<file path="src/rtl/mem_test_pkg.sv">
// Shared encodings for the Wishbone memory self-test engine:
// pattern modes and the master FSM states.
package mem_test_pkg;

   typedef enum logic [1:0] {
      MODE_ADDR = 2'd0,
      MODE_PAT  = 2'd1,
      MODE_INV  = 2'd2,
      MODE_ALT  = 2'd3
   } mode_e;

   typedef enum logic [2:0] {
      ST_IDLE,
      ST_WR,
      ST_WR_GAP,
      ST_RD,
      ST_RD_GAP,
      ST_FIN
   } state_e;

   localparam logic [3:0] SEL_ALL = 4'hF;

endpackage

</file>
<file path="src/rtl/mem_test_pattern_gen.sv">
// Combinational test-data generator; the same instance supplies write data
// and the expected value for read compares.
module mem_test_pattern_gen
   import mem_test_pkg::*;
#(
   parameter int DW = 32,
   parameter int AW = 32
) (
   input  logic [1:0]    mode,
   input  logic [DW-1:0] pattern,
   input  logic          idx_odd,
   input  logic [AW-1:0] adr,
   output logic [DW-1:0] data
);

   always_comb begin
      // NOTE: assign a default first so every path drives data and no latch is inferred.
      data = pattern;
      case (mode_e'(mode))
         MODE_ADDR: data = DW'(adr);
         MODE_PAT:  data = pattern;
         MODE_INV:  data = ~pattern;
         MODE_ALT:  data = idx_odd ? ~pattern : pattern;
      endcase
   end

endmodule

</file>
<file path="src/rtl/wb_mem_test_master.sv">
// Wishbone classic initiator: writes a pattern over a word range, reads it
// back and compares, reporting pass/fail, error count and first failure.
module wb_mem_test_master
   import mem_test_pkg::*;
#(
   parameter int DW      = 32,
   parameter int AW      = 32,
   parameter int CNT_W   = 16,
   parameter int TIMEOUT = 255
) (
   input  logic             wb_clk_i,
   input  logic             wb_rst_ni,
   input  logic             start_i,
   input  logic [AW-1:0]    base_adr_i,
   input  logic [CNT_W-1:0] word_cnt_i,
   input  logic [1:0]       mode_i,
   input  logic [DW-1:0]    pattern_i,
   output logic             busy_o,
   output logic             done_o,
   output logic             pass_o,
   output logic             timeout_o,
   output logic [CNT_W-1:0] err_cnt_o,
   output logic [AW-1:0]    fail_adr_o,
   output logic [DW-1:0]    fail_exp_o,
   output logic [DW-1:0]    fail_got_o,
   output logic             wbm_cyc_o,
   output logic             wbm_stb_o,
   output logic             wbm_we_o,
   output logic [3:0]       wbm_sel_o,
   output logic [AW-1:0]    wbm_adr_o,
   output logic [DW-1:0]    wbm_dat_o,
   input  logic             wbm_ack_i,
   input  logic [DW-1:0]    wbm_dat_i
);

   localparam int TW = $clog2(TIMEOUT + 1);

   state_e           state;
   logic [AW-1:0]    base_q;
   logic [CNT_W-1:0] cnt_q;
   logic [CNT_W-1:0] idx;
   logic [1:0]       mode_q;
   logic [DW-1:0]    pat_q;
   logic [TW-1:0]    tmo_cnt;

   logic             idle;
   logic [1:0]       gen_mode;
   logic [DW-1:0]    gen_pat;
   logic             gen_odd;
   logic [AW-1:0]    gen_adr;
   logic [DW-1:0]    gen_data;
   logic             tmo_hit;

   // In IDLE the generator looks at the live inputs so the first write can
   // be issued in the cycle right after start.
   always_comb begin
      idle     = (state == ST_IDLE);
      gen_mode = idle ? mode_i : mode_q;
      gen_pat  = idle ? pattern_i : pat_q;
      gen_odd  = idle ? 1'b0 : idx[0];
      gen_adr  = idle ? (base_adr_i & ~AW'(3)) : (base_q + (AW'(idx) << 2));
      tmo_hit  = (tmo_cnt == TW'(TIMEOUT - 1));
   end

   mem_test_pattern_gen #(
      .DW(DW),
      .AW(AW)
   ) u_pattern_gen (
      .mode    (gen_mode),
      .pattern (gen_pat),
      .idx_odd (gen_odd),
      .adr     (gen_adr),
      .data    (gen_data)
   );

   // NOTE: sequential state uses non-blocking assignments so every register samples pre-edge values.
   always_ff @(posedge wb_clk_i or negedge wb_rst_ni) begin
      if (!wb_rst_ni) begin
         state      <= ST_IDLE;
         base_q     <= '0;
         cnt_q      <= '0;
         idx        <= '0;
         mode_q     <= '0;
         pat_q      <= '0;
         tmo_cnt    <= '0;
         busy_o     <= 1'b0;
         done_o     <= 1'b0;
         pass_o     <= 1'b0;
         timeout_o  <= 1'b0;
         err_cnt_o  <= '0;
         fail_adr_o <= '0;
         fail_exp_o <= '0;
         fail_got_o <= '0;
         wbm_cyc_o  <= 1'b0;
         wbm_stb_o  <= 1'b0;
         wbm_we_o   <= 1'b0;
         wbm_sel_o  <= '0;
         wbm_adr_o  <= '0;
         wbm_dat_o  <= '0;
      end else begin
         done_o <= 1'b0;
         case (state)
            ST_IDLE: begin
               if (start_i) begin
                  base_q     <= gen_adr;
                  cnt_q      <= word_cnt_i;
                  mode_q     <= mode_i;
                  pat_q      <= pattern_i;
                  idx        <= '0;
                  tmo_cnt    <= '0;
                  err_cnt_o  <= '0;
                  fail_adr_o <= '0;
                  fail_exp_o <= '0;
                  fail_got_o <= '0;
                  timeout_o  <= 1'b0;
                  busy_o     <= 1'b1;
                  if (word_cnt_i == '0) begin
                     pass_o <= 1'b1;
                     done_o <= 1'b1;
                     state  <= ST_FIN;
                  end else begin
                     pass_o    <= 1'b0;
                     wbm_cyc_o <= 1'b1;
                     wbm_stb_o <= 1'b1;
                     wbm_we_o  <= 1'b1;
                     wbm_sel_o <= SEL_ALL;
                     wbm_adr_o <= gen_adr;
                     wbm_dat_o <= gen_data;
                     state     <= ST_WR;
                  end
               end
            end

            ST_WR, ST_RD: begin
               if (wbm_ack_i) begin
                  wbm_cyc_o <= 1'b0;
                  wbm_stb_o <= 1'b0;
                  wbm_we_o  <= 1'b0;
                  wbm_sel_o <= '0;
                  idx       <= idx + CNT_W'(1);
                  state     <= (state == ST_WR) ? ST_WR_GAP : ST_RD_GAP;
                  // Read compare happens on the ack cycle; gen_data tracks wbm_adr_o here.
                  if (state == ST_RD && wbm_dat_i != gen_data) begin
                     if (err_cnt_o == '0) begin
                        fail_adr_o <= wbm_adr_o;
                        fail_exp_o <= gen_data;
                        fail_got_o <= wbm_dat_i;
                     end
                     if (err_cnt_o != '1) err_cnt_o <= err_cnt_o + CNT_W'(1);
                  end
               end else if (tmo_hit) begin
                  wbm_cyc_o <= 1'b0;
                  wbm_stb_o <= 1'b0;
                  wbm_we_o  <= 1'b0;
                  wbm_sel_o <= '0;
                  timeout_o <= 1'b1;
                  pass_o    <= 1'b0;
                  done_o    <= 1'b1;
                  state     <= ST_FIN;
               end else begin
                  tmo_cnt <= tmo_cnt + TW'(1);
               end
            end

            ST_WR_GAP: begin
               tmo_cnt   <= '0;
               wbm_cyc_o <= 1'b1;
               wbm_stb_o <= 1'b1;
               wbm_sel_o <= SEL_ALL;
               if (idx == cnt_q) begin
                  idx       <= '0;
                  wbm_we_o  <= 1'b0;
                  wbm_adr_o <= base_q;
                  state     <= ST_RD;
               end else begin
                  wbm_we_o  <= 1'b1;
                  wbm_adr_o <= gen_adr;
                  wbm_dat_o <= gen_data;
                  state     <= ST_WR;
               end
            end

            ST_RD_GAP: begin
               tmo_cnt <= '0;
               if (idx == cnt_q) begin
                  pass_o <= (err_cnt_o == '0);
                  done_o <= 1'b1;
                  state  <= ST_FIN;
               end else begin
                  wbm_cyc_o <= 1'b1;
                  wbm_stb_o <= 1'b1;
                  wbm_sel_o <= SEL_ALL;
                  wbm_adr_o <= gen_adr;
                  state     <= ST_RD;
               end
            end

            ST_FIN: begin
               busy_o <= 1'b0;
               state  <= ST_IDLE;
            end

            default: state <= ST_IDLE;
         endcase
      end
   end

endmodule

</file>
<file path="config.mk">
export PLATFORM = sky130hd
export DESIGN_NAME = wb_mem_test_master
export DESIGN_NICKNAME = d
export VERILOG_FILES = /design/src/rtl/mem_test_pkg.sv /design/src/rtl/mem_test_pattern_gen.sv /design/src/rtl/wb_mem_test_master.sv
export SDC_FILE = /design/constraint.sdc
export NUM_CORES = 1
export LEC_CHECK = 0
export BUFFER_PORTS_ARGS = -buffer_cell sky130_fd_sc_hd__buf_2
export CAP_MARGIN = 25
export CORE_AREA = 2 2 307 218
export DETAILED_ROUTE_END_ITERATION = 7
export DIE_AREA = 0 0 309 220
export GPL_TIMING_DRIVEN = 0
export HOLD_SLACK_MARGIN = 0.03
export PLACE_DENSITY_LB_ADDON = 0.12
export REMOVE_ABC_BUFFERS = 1
export SYNTH_ARGS = -nofsm -noshare
export SYNTH_HDL_FRONTEND = slang
export SYNTH_HIERARCHICAL = 1
export SYNTH_SLANG_ARGS = --single-unit
</file>
<file path="constraint.sdc">
create_clock -name wb_clk_i -period 4.3 [get_ports wb_clk_i]
set_clock_uncertainty 0.05 [all_clocks]
set_input_delay 0.645 -clock wb_clk_i [delete_from_list [all_inputs] [get_ports wb_clk_i]]
set_output_delay 0.645 -clock wb_clk_i [all_outputs]
set_load 0.1 [all_outputs]
</file>
; ---- Yosys cells after proc, flatten, opt, wreduce, memory -nomap -nowiden
; Cells that the tools add are included.
[op_classes]
bitwise = 1
div_mod_pow = 0
n_mul = 0
reduce_logical = 28
addsub = 4
n_eq_ne = 26
magnitude_cmp = 0
shifts = 0
n_mux = 78
[ops]
columns = op, count
row1 = 2-to-1 mux 32 bit, 20
row2 = case mux 32 bit (2 select lines), 4
row3 = case mux 32 bit (4 select lines), 1
row4 = 2-to-1 mux 16 bit, 6
row5 = case mux 32 bit (3 select lines), 1
row6 = case mux 16 bit (3 select lines), 1
row7 = "adder 16 x 1 -> 16 bit, second input constant", 2
row8 = adder 32 x 18 -> 32 bit, 1
row9 = zero test 16 bit, 2
row10 = inequality test 32 bit, 1
row11 = NOT 32 bit, 1
row12 = case mux 16 bit (2 select lines), 1
row13 = "inequality test 2 bit, second input constant", 13
row14 = 2-to-1 mux 8 bit, 3
row15 = case mux 8 bit (3 select lines), 1
row16 = AND reduction 4 bit, 6
row17 = 2-to-1 mux 4 bit, 5
row18 = AND reduction 5 bit, 4
row19 = 2-to-1 mux 1 bit, 19
row20 = 2-to-1 mux 3 bit, 6
row21 = == test 16 bit, 1
row22 = "inequality test 16 bit, second input constant", 1
row23 = case mux 4 bit (4 select lines), 1
row24 = case mux 3 bit (4 select lines), 1
row25 = 20 further kinds, 35
[word_totals]
latchBits = 0
rom_bits = 0
n_memories = 0
ram_bits = 0
output_inout_bits = 187
word_cells = 157
ff_bits = 295

; ---- Longest topological paths before layout
; Gate-level depths: netlist of run 1.
[depth]
word_depth = 10
depth_mapped = 25
mapped_depth_nobuf = 19

; ---- Cells and area by module
; Netlist of run 1, hierarchy kept.
[modules_own_cells]
columns = module, area_each_um2, cells_per_inst, n_inst
row1 = wb_mem_test_master, 15112.0, 1691, 1
row2 = mem_test_pattern_gen, 1046.0, 145, 1

; ---- Worst setup path after synthesis of run 1
; OpenSTA, ideal clock, no wires.
[synth_timing]
kind = register -> register
start = register idx[0]
end = register fail_exp_o[25]
t_arrival_ps = 4345
stages_incl_launch_ff = 24
setup_slack_ps = -215
setup_time_ps = 120
required_ps = 4130
synth_period_minus_slack_ps = 4515
path_cell_list = dfrtp_1 -> ha_1 -> fa_1 -> a211oi_1 -> o211ai_2 -> nand3_1 -> o2111a_1 -> buf_6 -> nor4_1 -> xnor2_1 -> a21oi_1 -> inv_1 -> mux2i_1 -> o221a_1 -> xnor2_1 -> nand4_1 -> nor4_1 -> and3_1 -> clkbuf_1 -> a211oi_1 -> buf_2 -> buf_2 -> buf_2 -> a31o_2
[synth_via]
elab_chain_cells = 7
word_cells_on_any_way = 13
[synth_lines]
columns = element, line_no
row1 = "start, declared", wb_mem_test_master.sv:41  ; logic [CNT_W-1:0] idx;
row2 = "start signal, assigned", wb_mem_test_master.sv:140  ; idx <= idx + CNT_W'(1);
row3 = adder 32 x 18 -> 32 bit, wb_mem_test_master.sv:61  ; gen_adr = idle ? (base_adr_i & ~AW'(3)) : (base_q + (AW'(idx) << 2));
row4 = 2-to-1 mux 32 bit, wb_mem_test_master.sv:61
row5 = via gen_adr[26], wb_mem_test_master.sv:50  ; logic [AW-1:0] gen_adr;
row6 = case mux 32 bit (4 select lines), mem_test_pattern_gen.sv:19  ; case (mode_e'(mode))
row7 = via gen_data[26], wb_mem_test_master.sv:51  ; logic [DW-1:0] gen_data;
row8 = inequality test 32 bit, wb_mem_test_master.sv:143  ; if (state == ST_RD && wbm_dat_i != gen_data) begin
row9 = logical AND 1 bit, wb_mem_test_master.sv:143
row10 = inequality test 2 bit (no source line), n/a
row11 = AND reduction 5 bit (no source line), n/a
row12 = "end signal, assigned", wb_mem_test_master.sv:146  ; fail_exp_o <= gen_data;
row13 = "end, declared", wb_mem_test_master.sv:24  ; output logic [DW-1:0] fail_exp_o,
; The timed path passes the listed nets, and every way through them passes these cells. The select of a mux whose other input is x is not followed.
; A chain may end at the register's enable or synchronous reset.

; ---- Final worst setup path of run 1
[layout_timing]
start = register idx[0]
end = register fail_got_o[0]
[layout_via]
elab_chain_cells = 7
word_cells_on_any_way = 9
[layout_lines]
columns = element, line_no
row1 = adder 32 x 18 -> 32 bit, wb_mem_test_master.sv:61
row2 = 2-to-1 mux 32 bit, wb_mem_test_master.sv:61
row3 = via gen_adr[20], wb_mem_test_master.sv:50
row4 = case mux 32 bit (4 select lines), mem_test_pattern_gen.sv:19
row5 = via gen_data[20], wb_mem_test_master.sv:51
row6 = inequality test 32 bit, wb_mem_test_master.sv:143
row7 = logical AND 1 bit, wb_mem_test_master.sv:143
row8 = inequality test 2 bit (no source line), n/a
row9 = AND reduction 5 bit (no source line), n/a
row10 = "end signal, assigned", wb_mem_test_master.sv:147  ; fail_got_o <= wbm_dat_i;
row11 = "end, declared", wb_mem_test_master.sv:25  ; output logic [DW-1:0] fail_got_o,
; The timed path passes the listed nets, and every way through them passes these cells.

==> flow_metrics.env, run 1 <==
export IMPL_final_common_cell="nand2_1"
export IMPL_violations="negative setup slack"
export IMPL_grt_ovfl_total=0
export IMPL_cts_root_buf="clkbuf_16"
export IMPL_synthFlopType="dfrtp_1"
export IMPL_synth_top_area_cell="dfrtp_1"
export IMPL_worst_pin_slew_ns=0.9425
export IMPL_yosys_top_cells_area="dfrtp_1 45%, nand2_1 11%, a31o_2 3.8%"
export IMPL_track_usage_pct=17.98
export IMPL_rsz0062_at_grt="yes"
export IMPL_drive_gt1_share_pct=34.04
export IMPL_fin_nets=2296
export IMPL_die_w_um=309
export IMPL_initial_core_util_pct=24.69
export IMPL_antenna_found_initial=10
export IMPL_yosysSeqAreaShare_pct=45.07
export IMPL_die_area_um2=67980
export IMPL_syn2layout_area_growth_pct=37.25
export IMPL_ios=305
export IMPL_yosysWarningCount=6
export IMPL_setup_worst_path_end_class="flop"
export IMPL_finalWorstSetupSlack_ns=-0.9759
export IMPL_setup_viol=112
export IMPL_cts_clk_slew_worst_paths_ns=0.06
export IMPL_numClockSinks=291
export IMPL_vias=14850
export IMPL_grt_pass1_vias=14050
export IMPL_vias_per_cell=4.831
export IMPL_core_um2=65440
export IMPL_finalCritPeriodShare_pct=122.7
export IMPL_crit_fanout=6
export IMPL_port_buffers=302
export IMPL_tritoncts="yes"
export IMPL_antenna_left=0
export IMPL_cts_buffer_depth=3
export IMPL_rows=79
export IMPL_wl_per_cell_um=21.05
export IMPL_cp_required_ns=4.74
export IMPL_avgSynthCellArea_um2=8.801
export IMPL_numCtsBuffers=37
export IMPL_routed_wl_um=64740
export IMPL_hpwl_um=42640
export IMPL_finalSetupTns_ns=-86.71
export IMPL_async_reset_ff_share_pct=100.0
export IMPL_crit_arrival_ns=5.72
export IMPL_htreeDepth=2
export IMPL_grt_first_pass_wirelength_um=92180
export IMPL_relSlewSlack_pct=37.16
export IMPL_synth_cell_area_um2=16160
export IMPL_synth_cell_types=76
export IMPL_drt_iter0_drc=887
export IMPL_gp_congestion=0.7811
export IMPL_ys_ff_latch=291
export IMPL_hold_viol=0
export IMPL_period_minus_slack_ns=5.276
export IMPL_worstSetupPathType="reg -> reg"
export IMPL_synth_edf_count=0
export IMPL_synth_top_cell_area_share_pct=45.07
export IMPL_final_cell_mix="457 x nand2_1, 301 x buf_2, 274 x dfrtp_1"
export IMPL_first_pass_iters=5
export IMPL_netlist_instances=1836
export IMPL_status="complete, but fails checks"
export IMPL_drv_cap=0
export IMPL_max_freq_ghz=0.1895
export IMPL_start_kind="flop"
export IMPL_drv_slew=0
export IMPL_hold_path_class="in -> reg"
export IMPL_die_y_um=220
export IMPL_grt_max_degree=92
export IMPL_drc=0
export IMPL_insertion_delay_ns=0.56
[registers in the layout (all words and copies together) (netlist names), 16 cells and up]
name        cells
base_q         32
wbm_dat_o      32
fail_exp_o     32
cnt_q          16
err_cnt_o      16
fail_got_o     32
idx            16
pat_q          32
fail_adr_o     32
wbm_adr_o      32
[Yosys cell counts, types with 9 or more instances]
master	number
mux2_2	34
a31o_2	70
xor2_1	26
a22o_1	11
dfrtp_1	291
nand4_1	16
o21ai_0	93
nor2_1	81
a21oi_1	55
o22ai_1	10
nor4_1	22
nor3_1	18
a31oi_1	15
nand2b_1	9
buf_2	28
ha_1	21
o221a_1	32
mux2i_1	46
and3_1	16
xnor2_1	47
nand2_1	462
clkbuf_1	78
inv_1	81
nand3_1	59
nor2b_1	68
[per-layer routing]
metal,share of wire (%),up-vias,routed length (µm),global-route usage [%]
met1,50,7376,32170,27.01
met5,0.12,-,80,0
met3,5.6,76,3630,4.020
met4,1.7,12,1101,4.175
li1,-,7002,-,-
met2,43,388,27760,25.81
[final cells by class]
class	count	area [µm²]
flip-flops and latches	291	7303
repair buffers	404	3079
multi-input cells	1340	9111
clock buffers	53	1107
fillers	6859	43260
well taps	891	1115
diodes	4	10.01
inverters	82	307.8
clock inverters	10	142.6
[cell families (layout without fill, tap and decap cells)]
kind of cell    after synthesis  after routing  share of synthesized area, %
mux                          80             80                         5.219
compound gates              371            372                         16.59
other cells                   0              4                             0
buf+inv                     209            549                         5.544
xor+xnor                     73             73                         3.957
flops                       291            291                         45.07
simple gates                790            793                         21.87
fa+ha+maj                    22             22                         1.750
[worst max-delay path: stages (launching register included)]
cell	delay (ns)
dfrtp_2	0.44
ha_4	0.18
fa_2	0.42
a211oi_4	0.28
o211ai_2	0.18
nand3_2	0.14
o2111a_2	0.24
buf_6	0.12
buf_6	0.09
o21a_1	0.13
nor3_2	0.05
a21oi_1	0.12
inv_1	0.06
mux2i_1	0.13
o221a_2	0.32
xnor2_2	0.13
nand4_1	0.33
nor4_4	0.38
and3_4	0.28
a211oi_4	0.06
buf_12	0.18
buf_12	0.12
buf_12	0.13
buf_16	0.13
buf_8	0.13
buf_16	0.15
nor2b_4	0.12
a31o_4	0.10
[per-stage QoR]
| stage | worst slack (ns) | utilization, % | instances | hold WS, ns | instance area, µm² |
|---|---|---|---|---|---|
| floorplan | -13.89 | - | 1709 | 0.2994 | 15570 |
| global placement | -26.93 | 27.81 | 2902 | 0.4066 | 18200 |
| detailed placement | -2.978 | 28.70 | 2930 | 0.4115 | 18780 |
| CTS | -1.075 | 32.04 | 3030 | 0.1995 | 20960 |
| global route | -1.173 | 33.88 | 3072 | 0.2194 | 22170 |
| finish | -0.9759 | 33.89 | 3075 | 0.2475 | 22180 |
[repair_timing]
item / 4_1_cts / 5_1_grt
pin swaps: 44 / 57
hold buffers: 1 / 0
gates cloned: 10 / 13
endpoints found under the hold margin: 2 / 0
endpoints found under the setup margin: 114 / 112
buffers inserted: 26 / 30
gates resized for setup: 109 / 201
[final timing paths]
path / start / to / slack (ns) / cells after the start
max: idx[0]$_DFFE_PN0P_ / fail_got_o[0]$_DFFE_PN0P_ / -0.98 / 27
min: mode_i[1] / mode_q[1]$_DFFE_PN0P_ / 0.25 / 3
max reg2reg: idx[0]$_DFFE_PN0P_ / fail_got_o[0]$_DFFE_PN0P_ / -0.98 / 27
min reg2reg: base_q[1]$_DFFE_PN0P_ / base_q[1]$_DFFE_PN0P_ / 0.43 / 1
max in group asynchronous: wb_rst_ni / fail_got_o[26]$_DFFE_PN0P_ / 2.33 / 4
min in group asynchronous: wb_rst_ni / fail_adr_o[17]$_DFFE_PN0P_ / 0.61 / 2
Power of run 1 is not shown: default switching activity piles up to over one toggle a cycle in this logic, so the estimate is an artifact.
==> inputs of run 2 (changes only) <==
--- a/config.mk
+++ b/config.mk
@@ -6,7 +6,7 @@
 export NUM_CORES = 1
 export LEC_CHECK = 0
 export BUFFER_PORTS_ARGS = -buffer_cell sky130_fd_sc_hd__buf_2
-export CAP_MARGIN = 25
+export CAP_MARGIN = 20
 export CORE_AREA = 2 2 307 218
 export DETAILED_ROUTE_END_ITERATION = 7
 export DIE_AREA = 0 0 309 220
@@ -14,6 +14,7 @@
 export HOLD_SLACK_MARGIN = 0.03
 export PLACE_DENSITY_LB_ADDON = 0.12
 export REMOVE_ABC_BUFFERS = 1
+export SKIP_LAST_GASP = 1
 export SYNTH_ARGS = -nofsm -noshare
 export SYNTH_HDL_FRONTEND = slang
 export SYNTH_HIERARCHICAL = 1
==> run 2 against run 1 <==
Against the previous run:
- the flow still finishes with violations (negative setup slack)
- register-to-register slack got worse by 0.10 ns
- critical path depth is 2 lower
- sequential share of layout area is 0.27 points lower
- non-clock buffer count increased by 10
- global-route usage about the same
==> flow_metrics.env, run 2 (synthesized netlist as in run 1, its figures left out) <==
export IMPL_worst_pin_slew_ns=1.109
export IMPL_finalCritPeriodShare_pct=125.1
export IMPL_grt_ovfl_total=0
export IMPL_cts_buffer_depth=3
export IMPL_worstRegToRegCells=25
export IMPL_first_pass_iters=5
export IMPL_path_common_cell="buf_12"
export IMPL_crit_fanout=6
export IMPL_antenna_found_initial=16
export IMPL_setup_viol=112
export IMPL_grt_max_degree=92
export IMPL_fin_nets=2306
export IMPL_hold_depth=3
export IMPL_final_cell_mix="456 x nand2_1, 301 x buf_2, 278 x dfrtp_1"
export IMPL_wl_per_cell_um=20.76
export IMPL_worstSetupPathType="reg -> reg"
export IMPL_hp_start="pattern_i[7]"
export IMPL_r2r_start="idx[0]$_DFFE_PN0P_"
export IMPL_final_area_um2=22350
export IMPL_finalWorstSetupSlack_ns=-1.079
export IMPL_die_y_um=220
export IMPL_fillerInstances=6805
export IMPL_seq_area_um2=7301
export IMPL_start_kind="flop"
export IMPL_core_um2=65440
export IMPL_setup_worst_path_end_class="flop"
export IMPL_antenna_left=0
export IMPL_relSlewSlack_pct=25.77
export IMPL_gp_congestion=0.7811
export IMPL_ios=305
export IMPL_initial_core_util_pct=24.69
export IMPL_crit_path_top_delay_cell="dfrtp_2"
export IMPL_reg2reg_slack_ns=-1.08
export IMPL_max_freq_ghz=0.1859
export IMPL_cts_root_buf="clkbuf_16"
export IMPL_drv_cap=0
export IMPL_period_minus_slack_ns=5.379
export IMPL_hold_path_class="in -> reg"
export IMPL_violations="negative setup slack"
export IMPL_drive_gt1_share_pct=33.80
export IMPL_grt_pass1_vias=14100
export IMPL_min_to="pat_q[7]$_DFFE_PN0P_"
export IMPL_numClockSinks=291
export IMPL_drc=0
export IMPL_vias=14860
export IMPL_die_area_um2=67980
export IMPL_port_buffers=302
export IMPL_rows=79
export IMPL_syn2layout_area_growth_pct=38.33
export IMPL_hold_viol=0
export IMPL_r2r_end="fail_got_o[16]$_DFFE_PN0P_"
export IMPL_drt_iter0_drc=1014
export IMPL_cts_clk_slew_worst_paths_ns=0.07
export IMPL_rsz0062_at_grt="yes"
export IMPL_routed_wl_um=64160
export IMPL_cp_required_ns=4.69
export IMPL_critPathMaxStageDelay_ns=0.44
export IMPL_insertion_delay_ns=0.55
export IMPL_hpwl_um=42610
export IMPL_drv_slew=0
export IMPL_vias_per_cell=4.808
export IMPL_tritoncts="yes"
export IMPL_multiInputGateArea_um2=9155
export IMPL_status="complete, but fails checks"
export IMPL_grt_first_pass_wirelength_um=92350
export IMPL_place_area_um2=18780
export IMPL_numCtsBuffers=37
export IMPL_die_w_um=309
export IMPL_crit_arrival_ns=5.77
export IMPL_htreeDepth=2
export IMPL_track_usage_pct=17.99
export IMPL_final_common_cell="nand2_1"
[run 2: cell types whose count changed in the layout (fill, tap and decap cells not counted), moves of 4 or more]
cell / delta
a31o_2: -10
a31o_4: +10
buf_4: +7
dfrtp_1: +4
dfrtp_2: -5
diode_2: +4
nor2b_1: -4
nor2b_2: +6
xnor2_1: +4
xnor2_2: -4
[run 2: per-stage QoR]
| step | util, % | setup TNS, ns | hold slack, ns | cells | setup WS [ns] |
|---|---|---|---|---|---|
| after floorplan | - | -1828.53 | 0.2994 | 1709 | -13.89 |
| after global placement | 27.81 | -5376.32 | 0.4066 | 2902 | -26.93 |
| after detailed placement | 28.70 | -268.68 | 0.4116 | 2930 | -2.963 |
| after CTS | 32.36 | -95.94 | 0.2078 | 3043 | -1.101 |
| after global routing | 34.14 | -123.40 | 0.2256 | 3087 | -1.297 |
| final | 34.16 | -99.63 | 0.2446 | 3091 | -1.079 |
[run 2: per-layer routing]
metal | up-vias | share of wire, % | track usage (%)
met1 | 7370 | 50 | 26.94
met4 | 14 | 1.5 | 3.916
met5 | - | 0.14 | 0
met2 | 368 | 43 | 25.88
li1 | 7037 | - | -
met3 | 73 | 6.0 | 4.241
[run 2: worst max-delay path: cells and delay by family, from the launching register on]
| family | cells | cell delay, ns |
|---|---|---|
| AO/OA/AOI/OAI | 7 | 1.57 |
| multiplexers | 1 | 0.14 |
| adder cells (fa/ha/maj) | 2 | 0.57 |
| buffers and inverters | 8 | 1.02 |
| XOR/XNOR | 2 | 0.33 |
| flip-flops | 1 | 0.44 |
| AND/OR/NAND/NOR | 5 | 1.15 |
[run 2: worst max-delay path by stage]
stage	from	to	slack, ns	cells past startpoint
final	idx[0]$_DFFE_PN0P_	fail_got_o[16]$_DFFE_PN0P_	-1.08	25
after global routing	idx[0]$_DFFE_PN0P_	fail_exp_o[9]$_DFFE_PN0P_	-1.30	25
after CTS	idx[0]$_DFFE_PN0P_	fail_got_o[20]$_DFFE_PN0P_	-1.10	25
after detailed placement	state[0]$_DFFE_PN0P_	fail_got_o[20]$_DFFE_PN0P_	-2.96	18
after global placement	state[0]$_DFFE_PN0P_	fail_adr_o[24]$_DFFE_PN0P_	-26.93	12
after floorplan	state[0]$_DFFE_PN0P_	fail_exp_o[0]$_DFFE_PN0P_	-13.89	12
[run 2: repair_timing]
action                                 4_1_cts  5_1_grt
endpoints found under the hold margin        2        0
resized for setup                          124      188
setup endpoints to repair                  114      112
hold buffers                                 1        0
gates cloned                                10       12
setup buffers                               37       31
pin swaps                                   48       55
[run 2: cell type report]
type / instances / area share (%)
repair buffers: 414 / 14.12
well taps: 891 / 4.988
multi-input cells: 1340 / 40.96
clock inverters: 13 / 0.9069
diodes: 8 / 0.08957
flip-flops and latches: 291 / 32.66
clock buffers: 52 / 4.898
inverters: 82 / 1.377
Power of run 2 is left out for the same reason.
==> inputs of run 3 (changes only) <==
--- a/config.mk
+++ b/config.mk
@@ -7,9 +7,9 @@
 export LEC_CHECK = 0
 export BUFFER_PORTS_ARGS = -buffer_cell sky130_fd_sc_hd__buf_2
 export CAP_MARGIN = 20
-export CORE_AREA = 2 2 307 218
+export CORE_AREA = 2 2 324 230
 export DETAILED_ROUTE_END_ITERATION = 7
-export DIE_AREA = 0 0 309 220
+export DIE_AREA = 0 0 326 232
 export GPL_TIMING_DRIVEN = 0
 export HOLD_SLACK_MARGIN = 0.03
 export PLACE_DENSITY_LB_ADDON = 0.12
@@ -17,5 +17,4 @@
 export SKIP_LAST_GASP = 1
 export SYNTH_ARGS = -nofsm -noshare
 export SYNTH_HDL_FRONTEND = slang
-export SYNTH_HIERARCHICAL = 1
 export SYNTH_SLANG_ARGS = --single-unit
==> run 3 against run 2 <==
Against the previous run:
- count of clock-buffer cells in the layout rose by 4
- final cell count rose by 11%
- core utilization decreased by 1.3 points
- largest cell class unchanged
- wire length is 34% higher
- critical path depth shrank 11
- fmax rose by 20%
- synthesized cell count grew 15%
- die area up 11%
- the flow still finishes with violations (negative setup slack)
==> flow_metrics.env, run 3 <==
export IMPL_synth_top_cells_by_count="399 x nand2_1, 291 x dfrtp_1, 155 x o21ai_0"
export IMPL_yosysWarningCount=0
export IMPL_path_buf_inv=3
export IMPL_crit_path_top_delay_cell="mux2i_2"
export IMPL_fin_nets=2551
export IMPL_cts_buffer_depth=3
export IMPL_critPathMaxStageDelay_ns=0.54
export IMPL_drv_slew=0
export IMPL_wl_per_cell_um=25.13
export IMPL_cts_root_buf="clkbuf_16"
export IMPL_core_um2=72590
export IMPL_vias=18340
export IMPL_numCtsBuffers=38
export IMPL_yosysSeqAreaShare_pct=40.58
export IMPL_grt_first_pass_wirelength_um=123400
export IMPL_antenna_left=0
export IMPL_synth_cell_types=82
export IMPL_cp_required_ns=4.71
export IMPL_antenna_found_initial=30
export IMPL_syn2layout_area_growth_pct=32.81
export IMPL_worstSetupPathType="reg -> reg"
export IMPL_period_minus_slack_ns=4.470
export IMPL_yosys_top_cells_area="dfrtp_1 41%, nand2_1 8.3%, mux2_2 4.6%"
export IMPL_insertion_delay_ns=0.58
export IMPL_synth_top_area_cell="dfrtp_1"
export IMPL_start_kind="flop"
export IMPL_htreeDepth=2
export IMPL_drv_cap=0
export IMPL_hold_viol=0
export IMPL_finalCritPeriodShare_pct=104.0
export IMPL_synthFlopType="dfrtp_1"
export IMPL_final_cell_mix="393 x nand2_1, 303 x buf_2, 277 x dfrtp_1"
export IMPL_postCtsHoldBufs=0
export IMPL_synth_cell_area_um2=17940
export IMPL_hold_path_class="in -> async"
export IMPL_grt_ovfl_total=0
export IMPL_worstRegToRegCells=14
export IMPL_vias_per_cell=5.346
export IMPL_rsz0062_at_grt="yes"
export IMPL_reg2reg_slack_ns=-0.17
export IMPL_r2r_end="err_cnt_o[11]$_DFFE_PN0P_"
export IMPL_cts_clk_slew_worst_paths_ns=0.06
export IMPL_relSlewSlack_pct=29.24
export IMPL_rows=83
export IMPL_avgSynthCellArea_um2=8.468
export IMPL_drt_iter0_drc=1628
export IMPL_crit_chain="ha_4 -> o211ai_1 -> o21ai_4 -> a211oi_2 -> o21ai_2 -> mux2_2 -> nand2_1 -> mux2i_2 -> and3_4 -> buf_16 -> nand2_8 -> buf_4 -> clkbuf_16 -> a21o_1"
export IMPL_max_freq_ghz=0.2237
export IMPL_synth_top_cell_area_share_pct=40.58
export IMPL_path_delay_family="compound AO/OA/AOI/OAI gates"
export IMPL_violations="negative setup slack"
export IMPL_final_common_cell="nand2_1"
export IMPL_routed_wl_um=86200
export IMPL_die_w_um=326
export IMPL_hpwl_um=58370
export IMPL_yosysMostFrequentCell="nand2_1"
export IMPL_async_reset_ff_share_pct=100.0
export IMPL_ios=305
export IMPL_netlist_instances=2119
export IMPL_numClockSinks=291
export IMPL_grt_pass1_vias=17230
export IMPL_track_usage_pct=21.95
export IMPL_r2r_start="idx[4]$_DFFE_PN0P_"
export IMPL_grt_max_degree=105
export IMPL_initial_core_util_pct=24.72
export IMPL_first_pass_iters=5
export IMPL_drive_gt1_share_pct=29.18
export IMPL_ys_ff_latch=291
export IMPL_worst_pin_slew_ns=1.061
export IMPL_die_y_um=232
export IMPL_finalWorstSetupSlack_ns=-0.1699
export IMPL_status="complete, but fails checks"
export IMPL_drc=0
export IMPL_tritoncts="yes"
export IMPL_setup_worst_path_end_class="flop"
export IMPL_port_buffers=302
export IMPL_crit_fanout=33
export IMPL_crit_arrival_ns=4.88
export IMPL_whs_ns=0.03947
export IMPL_gp_congestion=0.8690
export IMPL_setup_viol=112
export IMPL_synth_edf_count=0
export IMPL_die_area_um2=75630
run 3: cell count changes after synthesis, moves of 32 or more:
cell | previous run | this run
a31oi_1 | 15 | 53
a31o_2 | 70 | 2
inv_1 | 81 | 32
a21oi_1 | 55 | 108
nand2_1 | 462 | 399
o221a_1 | 32 | 0
o21ai_1 | 1 | 91
a41o_1 | 4 | 65
nor2b_1 | 68 | 10
o21ai_0 | 93 | 155
clkbuf_1 | 78 | 134
mux2_2 | 34 | 73
run 3: worst max-delay path by stage:
stage	from	to	slack, ns	cells after the start
floorplan	state[0]$_DFFE_PN0P_	err_cnt_o[0]$_DFFE_PN0P_	-4.04	10
global placement	err_cnt_o[0]$_DFFE_PN0P_	fail_got_o[27]$_DFFE_PN0P_	-12.70	9
detailed placement	state[2]$_DFFE_PN0P_	err_cnt_o[1]$_DFFE_PN0P_	-2.50	13
CTS	state[2]$_DFFE_PN0P_	fail_exp_o[1]$_DFFE_PN0P_	-0.19	18
global route	state[0]$_DFFE_PN0P_	fail_adr_o[18]$_DFFE_PN0P_	-0.31	18
finish	idx[4]$_DFFE_PN0P_	err_cnt_o[11]$_DFFE_PN0P_	-0.17	14
run 3: cell families after synthesis:
logic type,after synthesis,share of synthesized area [%]
AND/OR/NAND/NOR,743,18.66
buffers and inverters,209,4.728
AO/OA/AOI/OAI,686,24.96
adder cells (fa/ha/maj),22,1.576
flip-flops,291,40.58
XOR/XNOR,66,3.222
multiplexers,102,6.269
run 3: worst register-to-register path, delay by kind of cell, from the launching register on:
family,cells,cell delay [ns]
buffers and inverters,3,0.59
DFF,1,0.50
adders and majority gates,1,0.36
AOI/OAI and AO/OA,5,1.20
and+or+nand+nor,3,0.73
muxes,2,0.94
run 3: what timing repair did:
| action | CTS | global route |
|---|---|---|
| resized for setup | 123 | 51 |
| cloned | 14 | 3 |
| setup endpoints to repair | 113 | 112 |
| pin swaps | 40 | 24 |
| buffers inserted | 63 | 15 |
run 3: stage by stage:
| step | instances | setup slack (ns) | area, µm² | util, % | setup TNS, ns |
|---|---|---|---|---|---|
| after floorplan | 1943 | -4.037 | 17220 | - | -449.53 |
| after global placement | 3222 | -12.70 | 19950 | 27.49 | -2770.39 |
| after detailed placement | 3256 | -2.503 | 20750 | 28.59 | -253.46 |
| after CTS | 3401 | -0.1863 | 23450 | 32.30 | -14.04 |
| after global routing | 3421 | -0.3055 | 23810 | 32.80 | -27.36 |
| final | 3430 | -0.1699 | 23830 | 32.83 | -13.77 |
run 3: layout make-up:
cell class / count / area, µm²
fillers: 7582 / 48760
multi-input cells: 1623 / 10640
flip-flops and latches: 291 / 7302
repair buffers: 424 / 3184
well taps: 977 / 1222
clock buffers: 56 / 1150
clock inverters: 13 / 173.9
inverters: 33 / 123.9
diodes: 13 / 32.53
run 3: routing by layer:
metal	vias up	wire length [µm]	GRT usage (%)	share of wire [%]
li1	8363	-	-	-
met2	651	37180	32.44	43
met5	-	184	0	0.21
met3	104	6725	5.142	7.8
met1	9190	40850	32.28	47
met4	30	1253	4.464	1.5
Power of run 3 is left out for the same reason.
